### src/rtl/kplic_core.sv
`default_nettype none
// +----------------------------------------------------------------------------+
// | kplic_core: level-triggered interrupt controller with claim/complete flow    |
// | Revision: 1.0                                                               |
// +----------------------------------------------------------------------------+
module kplic_core #(
    parameter int NUM_SRC = 8,
    parameter int PRIO_W  = 3
) (
    input  logic               cpu_clk,
    input  logic               cpu_rstn,
    input  logic [NUM_SRC-1:0] ext_int_src,
    input  logic               kplic_valid,
    input  logic               kplic_wr,
    input  logic [7:0]         kplic_addr,
    input  logic [31:0]        kplic_wdata,
    output logic [31:0]        kplic_rdata,
    output logic               kplic_rvalid,
    output logic               kplic_int
);

    localparam int         ID_W           = $clog2(NUM_SRC + 1);
    localparam logic [7:0] PENDING_ADDR   = 8'h40;
    localparam logic [7:0] ENABLE_ADDR    = 8'h44;
    localparam logic [7:0] THRESHOLD_ADDR = 8'h48;
    localparam logic [7:0] CLAIM_ADDR     = 8'h4C;

    logic [NUM_SRC-1:0] sync1;
    logic [NUM_SRC-1:0] sync2;
    logic [NUM_SRC-1:0] pending;
    logic [NUM_SRC-1:0] in_flight;
    logic [NUM_SRC-1:0] enable;
    logic [PRIO_W-1:0]  prio [NUM_SRC];
    logic [PRIO_W-1:0]  threshold;

    logic [ID_W-1:0]    best_id;
    logic [PRIO_W-1:0]  best_prio;
    logic               read_stb;
    logic               write_stb;
    logic               claim_stb;
    logic               complete_stb;
    logic [NUM_SRC-1:0] claim_vec;
    logic [NUM_SRC-1:0] complete_vec;
    logic [NUM_SRC-1:0] prio_sel;
    logic [31:0]        read_mux;

    assign read_stb     = kplic_valid & ~kplic_wr;
    assign write_stb    = kplic_valid & kplic_wr;
    assign claim_stb    = read_stb && (kplic_addr == CLAIM_ADDR);
    assign complete_stb = write_stb && (kplic_addr == CLAIM_ADDR);

    // Strict '>' while scanning upward keeps the lowest ID on priority ties.
    always_comb begin
        best_id   = '0;
        best_prio = '0;
        for (int i = 0; i < NUM_SRC; i++) begin
            if (pending[i] && enable[i] && (prio[i] > threshold) && (prio[i] > best_prio)) begin
                best_prio = prio[i];
                best_id   = ID_W'(i + 1);
            end
        end
    end

    always_comb begin
        claim_vec    = '0;
        complete_vec = '0;
        prio_sel     = '0;
        for (int i = 0; i < NUM_SRC; i++) begin
            claim_vec[i]    = claim_stb && (best_id == ID_W'(i + 1));
            complete_vec[i] = complete_stb && (kplic_wdata == 32'(i + 1));
            prio_sel[i]     = (kplic_addr == 8'(4 * i));
        end
    end

    always_comb begin
        read_mux = '0;
        for (int i = 0; i < NUM_SRC; i++) begin
            if (prio_sel[i]) begin
                read_mux = 32'(prio[i]);
            end
        end
        case (kplic_addr)
            PENDING_ADDR:   read_mux = 32'(pending);
            ENABLE_ADDR:    read_mux = 32'(enable);
            THRESHOLD_ADDR: read_mux = 32'(threshold);
            CLAIM_ADDR:     read_mux = 32'(best_id);
            default:        ;
        endcase
    end

    always_ff @(posedge cpu_clk or negedge cpu_rstn) begin
        if (!cpu_rstn) begin
            sync1        <= '0;
            sync2        <= '0;
            pending      <= '0;
            in_flight    <= '0;
            enable       <= '0;
            threshold    <= '0;
            kplic_rdata  <= '0;
            kplic_rvalid <= 1'b0;
            kplic_int    <= 1'b0;
            for (int i = 0; i < NUM_SRC; i++) begin
                prio[i] <= '0;
            end
        end else begin
            sync1        <= ext_int_src;
            sync2        <= sync1;
            // Claim clears after the gateway set so a simultaneous set loses.
            pending      <= (pending | (sync2 & ~in_flight)) & ~claim_vec;
            in_flight    <= (in_flight & ~complete_vec) | claim_vec;
            kplic_int    <= (best_id != '0);
            kplic_rvalid <= read_stb;
            if (read_stb) begin
                kplic_rdata <= read_mux;
            end
            if (write_stb) begin
                for (int i = 0; i < NUM_SRC; i++) begin
                    if (prio_sel[i]) begin
                        prio[i] <= kplic_wdata[PRIO_W-1:0];
                    end
                end
                if (kplic_addr == ENABLE_ADDR) begin
                    enable <= kplic_wdata[NUM_SRC-1:0];
                end
                if (kplic_addr == THRESHOLD_ADDR) begin
                    threshold <= kplic_wdata[PRIO_W-1:0];
                end
            end
        end
    end

endmodule
`default_nettype wire

### config.mk
export PLATFORM = sky130hd
export DESIGN_NAME = kplic_core
export DESIGN_NICKNAME = d
export VERILOG_FILES = /design/src/rtl/kplic_core.sv
export SDC_FILE = /design/constraint.sdc
export NUM_CORES = 1
export LEC_CHECK = 0
export ABC_AREA = 1
export BUFFER_PORTS_ARGS = -buffer_cell sky130_fd_sc_hd__buf_2
export CORE_MARGIN = 4
export CORE_UTILIZATION = 25
export DETAILED_ROUTE_END_ITERATION = 10
export PLACE_DENSITY = 0.5
export REMOVE_ABC_BUFFERS = 1
export SLEW_MARGIN = 20
export SYNTH_ARGS = -nofsm -noshare
export SYNTH_HDL_FRONTEND = slang
export SYNTH_SLANG_ARGS = --single-unit
### constraint.sdc
create_clock -name cpu_clk -period 24.7 [get_ports cpu_clk]
set_input_delay 7.41 -clock cpu_clk [delete_from_list [all_inputs] [get_ports cpu_clk]]
set_output_delay 7.41 -clock cpu_clk [all_outputs]
set_load 0.01 [all_outputs]
==> flow_summary.json <==
{
  "dieWidth_um": 148,
  "root_buffer": "sky130_fd_sc_hd__clkbuf_16",
  "finish.net_count": 779,
  "avgRoutedWirePerCell_um": 14.6,
  "finClkSkew_ns": 0.00608,
  "switching_share_pct": 27.2,
  "hold_slack_ns": 0.348,
  "cap_violations": 0,
  "cellLeakagePower_nw": 2.74,
  "cts_resized": 0,
  "power.share.combinational_pct": 8.2,
  "synth.avg_cell_area_um2": 7.91,
  "crit_path_end_kind": "flip-flop",
  "timing.critical_path.fanout_max": 10,
  "crit_path_top_delay_cell": "sky130_fd_sc_hd__dfrtp_1",
  "crit_required_ns": 24.94,
  "internal_power_mw": 0.208,
  "seq_power_share_pct": 46.1,
  "yosys_warnings": 0,
  "period_needed_ns": 9.47,
  "ios": 86,
  "synth_seq_area_share_pct": 39.4,
  "layout.cells.non_filler": 951,
  "post-route-drc-count": 0,
  "max-clock-path-buffers": 2,
  "timing.final.setup_violations": 0,
  "dpl.cell_count": 934,
  "tritoncts": "yes",
  "cp_data_arrival_time_ns": 9.71,
  "initial_utilization_pct": 25.8,
  "timing.final.max_slew_violations": 0,
  "grt_pass1_wl_mm": 22.4,
  "pwr-share-clk_pct": 45.8,
  "hold_depth": 0,
  "criticalPathCategory": "reg -> reg",
  "critical_path.max_stage_delay_ns": 0.36,
  "grt_start_max_net_pins": 78,
  "grt_overflow_total": 0,
  "hold_path.class": "reg -> reg",
  "layout-drive-gt1-share_pct": 17.1,
  "final_estimated_routing_congestion_in_global_placement": 0.843,
  "cts.reportedPaths.clkPinSlew_ns": 0.07,
  "cp.buffers_inverters": 3,
  "min_period_over_period_pct": 38.4,
  "first_global_vias": 4166,
  "number_of_clock_sinks": 77,
  "sum_of_negative_setup_slack_ns": 0,
  "worst_hold_endpoint": "sync2[2]$_DFF_PN0_",
  "route.antenna.remaining_nets": 0,
  "cts-hold-fix-buffers": 0,
  "worstReg2RegEnd": "pending[1]$_DFF_PN0_",
  "post_synthesis_cell_area_um2": 4890,
  "outcome": "complete, no violations",
  "worst_setup_path_start_kind": "flip-flop",
  "via_count": 4274,
  "detailedPlacementHpwl_mm": 10.9,
  "worst_tran_pin_value_ns": 0.813,
  "number_of_cts_inserted_buffers": 9,
  "antennaDiodeCount": 0,
  "clock_tree.htree_level_count": 3,
  "die-height_um": 148,
  "worst-r2r-setup-slack_ns": 15.23,
  "core-area_um2": 19000,
  "port-buffer-count": 61,
  "area_growth_syn_to_layout_pct": 17.3,
  "core.rowCount": 50,
  "power.density_nw_per_um2": 49.8,
  "synthDistinctLibCells": 40,
  "vdd_drop_max_uv": 33.8,
  "detail_route.wirelength_mm": 13.9,
  "source_to_sink_clock_delay_at_the_later_pin_of_the_worst_skew_pair_ns": 0.35,
  "dr.first_iter.drc_count": 290,
  "post_synth_inst_count": 618,
  "ys_seq_elements": 77,
  "grt_usage_pct": 13.1,
  "route.detailed.vias_per_inst": 4.49,
  "total_iterations_of_the_first_detailed_routing_run": 5,
  "postCtsSetupRepairBufs": 0,
  "antenna_violations_before_repair": 0,
  "hp-start": "sync1[2]$_DFF_PN0_",
  "reg2regPathDepth": 53,
  "max_slew_margin_pct": 45.6,
  "crit-reg2reg-launch": "threshold[2]$_DFFE_PN0P_",
  "worst_setup_path_startpoint": "threshold[2]$_DFFE_PN0P_",
  "clock.fmax_mhz": 106,
  "p_sw_mw": 0.0779,
  "critical-path-top-delay-family": "simple AND/OR/NAND/NOR gates",
  "hold_viol_final": 0,
  "die-area_um2": 21900,
  "grt_setup_unrepaired": "false",
  "crit_path_frequent_cell": "sky130_fd_sc_hd__nand2_1"
}
## cell usage after synthesis (all sizes together)
cell / number / share of area (%)
or2: 2 / 0.26
dfrtp: 77 / 39
clkinv: 3 / 0.33
o22ai: 3 / 0.38
a311oi: 4 / 0.72
nor4: 8 / 1.0
a221oi: 4 / 0.72
and2: 2 / 0.26
a21boi: 2 / 0.31
mux2: 1 / 0.23
o21ai: 68 / 7.2
nand2: 153 / 13
clkbuf: 5 / 0.38
nand3b: 3 / 0.46
nand4: 9 / 1.3
ha: 41 / 10
o41ai: 3 / 0.54
buf: 24 / 3.7
nor3: 3 / 0.31
a31oi: 1 / 0.13
a21oi: 27 / 2.8
conb: 1 / 0.077
a2111oi: 2 / 0.36
nand3: 39 / 4.8
inv: 70 / 5.4
a22oi: 1 / 0.15
mux2i: 1 / 0.20
a211oi: 2 / 0.31
nor2: 59 / 4.9
## per-stage QoR
stage          instance area (um2)  setup slack [ns]  utilization (%)  total power [mW]
4_1_cts                       5710             15.23             30.1             0.290
3_5_place_dp                  5420             14.89             28.6             0.157
3_3_place_gp                  5420             14.91             28.6             0.157
6_report                      5740             15.23             30.3             0.286
2_1_floorplan                 4780             15.70                -             0.145
5_1_grt                       5740             14.21             30.3             0.298
## cell usage in the layout (no fill, tap or decap), types with 3 or more instances in the layout
master,count
sky130_fd_sc_hd__inv_2,6
sky130_fd_sc_hd__a221oi_1,4
sky130_fd_sc_hd__nand2_1,138
sky130_fd_sc_hd__conb_1,24
sky130_fd_sc_hd__nand2_4,4
sky130_fd_sc_hd__a311oi_1,4
sky130_fd_sc_hd__nor2_1,55
sky130_fd_sc_hd__a21oi_1,27
sky130_fd_sc_hd__nand3_2,8
sky130_fd_sc_hd__inv_1,64
sky130_fd_sc_hd__nand2_2,11
sky130_fd_sc_hd__ha_1,41
sky130_fd_sc_hd__nand3_1,31
sky130_fd_sc_hd__clkinv_4,3
sky130_fd_sc_hd__nor4_1,8
sky130_fd_sc_hd__o21ai_2,3
sky130_fd_sc_hd__nor3_1,3
sky130_fd_sc_hd__o21ai_1,7
sky130_fd_sc_hd__dfrtp_1,77
sky130_fd_sc_hd__o21ai_0,58
sky130_fd_sc_hd__o22ai_1,3
sky130_fd_sc_hd__inv_8,3
sky130_fd_sc_hd__buf_2,60
sky130_fd_sc_hd__clkbuf_16,9
sky130_fd_sc_hd__nand3b_1,3
sky130_fd_sc_hd__o41ai_1,3
sky130_fd_sc_hd__nand4_1,8
## worst max path at each step
stage / to / slack, ns / depth (start not counted)
after floorplan: in_flight[0]$_DFF_PN0_ / 15.70 / 10
after global placement: in_flight[0]$_DFF_PN0_ / 14.91 / 11
after detailed placement: in_flight[0]$_DFF_PN0_ / 14.89 / 11
after CTS: pending[1]$_DFF_PN0_ / 15.23 / 53
after global routing: pending[1]$_DFF_PN0_ / 14.21 / 53
final: pending[1]$_DFF_PN0_ / 15.23 / 53
## cells by family after synthesis
| family | count (synthesis) | share of synthesized area (%) |
|---|---|---|
| simple gates | 278 | 26.3 |
| mux | 2 | 0.435 |
| flops | 77 | 39.4 |
| other cells | 1 | 0.0767 |
| compound gates | 117 | 13.6 |
| fa+ha+maj | 41 | 10.5 |
| buf+inv | 102 | 9.77 |
## per-layer routing
metal | routed length [um] | part of all wire (%) | up-vias | GRT usage [%]
li1 | - | - | 2158 | -
met5 | 0 | 0 | - | 0
met3 | 441 | 3.2 | 14 | 2.15
met2 | 6950 | 50 | 69 | 22.2
met4 | 187 | 1.3 | 0 | 4.06
met1 | 6340 | 46 | 2033 | 17.2
## flip-flops by register name, indices dropped and copies added, names as in the netlist
| signal | cells |
|---|---|
| pending | 8 |
| enable | 8 |
| prio | 24 |
| kplic_int | 1 |
| in_flight | 8 |
| sync2 | 8 |
| threshold | 3 |
| sync1 | 8 |
| kplic_rdata | 8 |
| kplic_rvalid | 1 |
## final cells by class
cell class	count	area (um2)
multi-input cells	462	2570
clock inverters	7	67.6
well taps	260	325
fillers	2031	13200
inverters	73	279
flip-flops and latches	77	1930
clock buffers	9	225
repair buffers	63	343
## power by group through the flow
stage                     Sequential, mW  Clock, mW  Combinational, mW
after CTS                          0.132      0.135             0.0231
final                              0.132      0.131             0.0233
after global routing               0.132      0.140             0.0269
after global placement             0.134          0             0.0230
after detailed placement           0.134          0             0.0230
after floorplan                    0.133          0             0.0117
## worst register-to-register path, delay by kind of cell, from the launching register on
kind / cells / cell delay (ns)
flops: 1 / 0.36
simple gates: 32 / 4.22
compound gates: 10 / 1.92
fa+ha+maj: 8 / 2.43
buf+inv: 3 / 0.41
No activity file was read; power rests on OpenSTA's default activity.
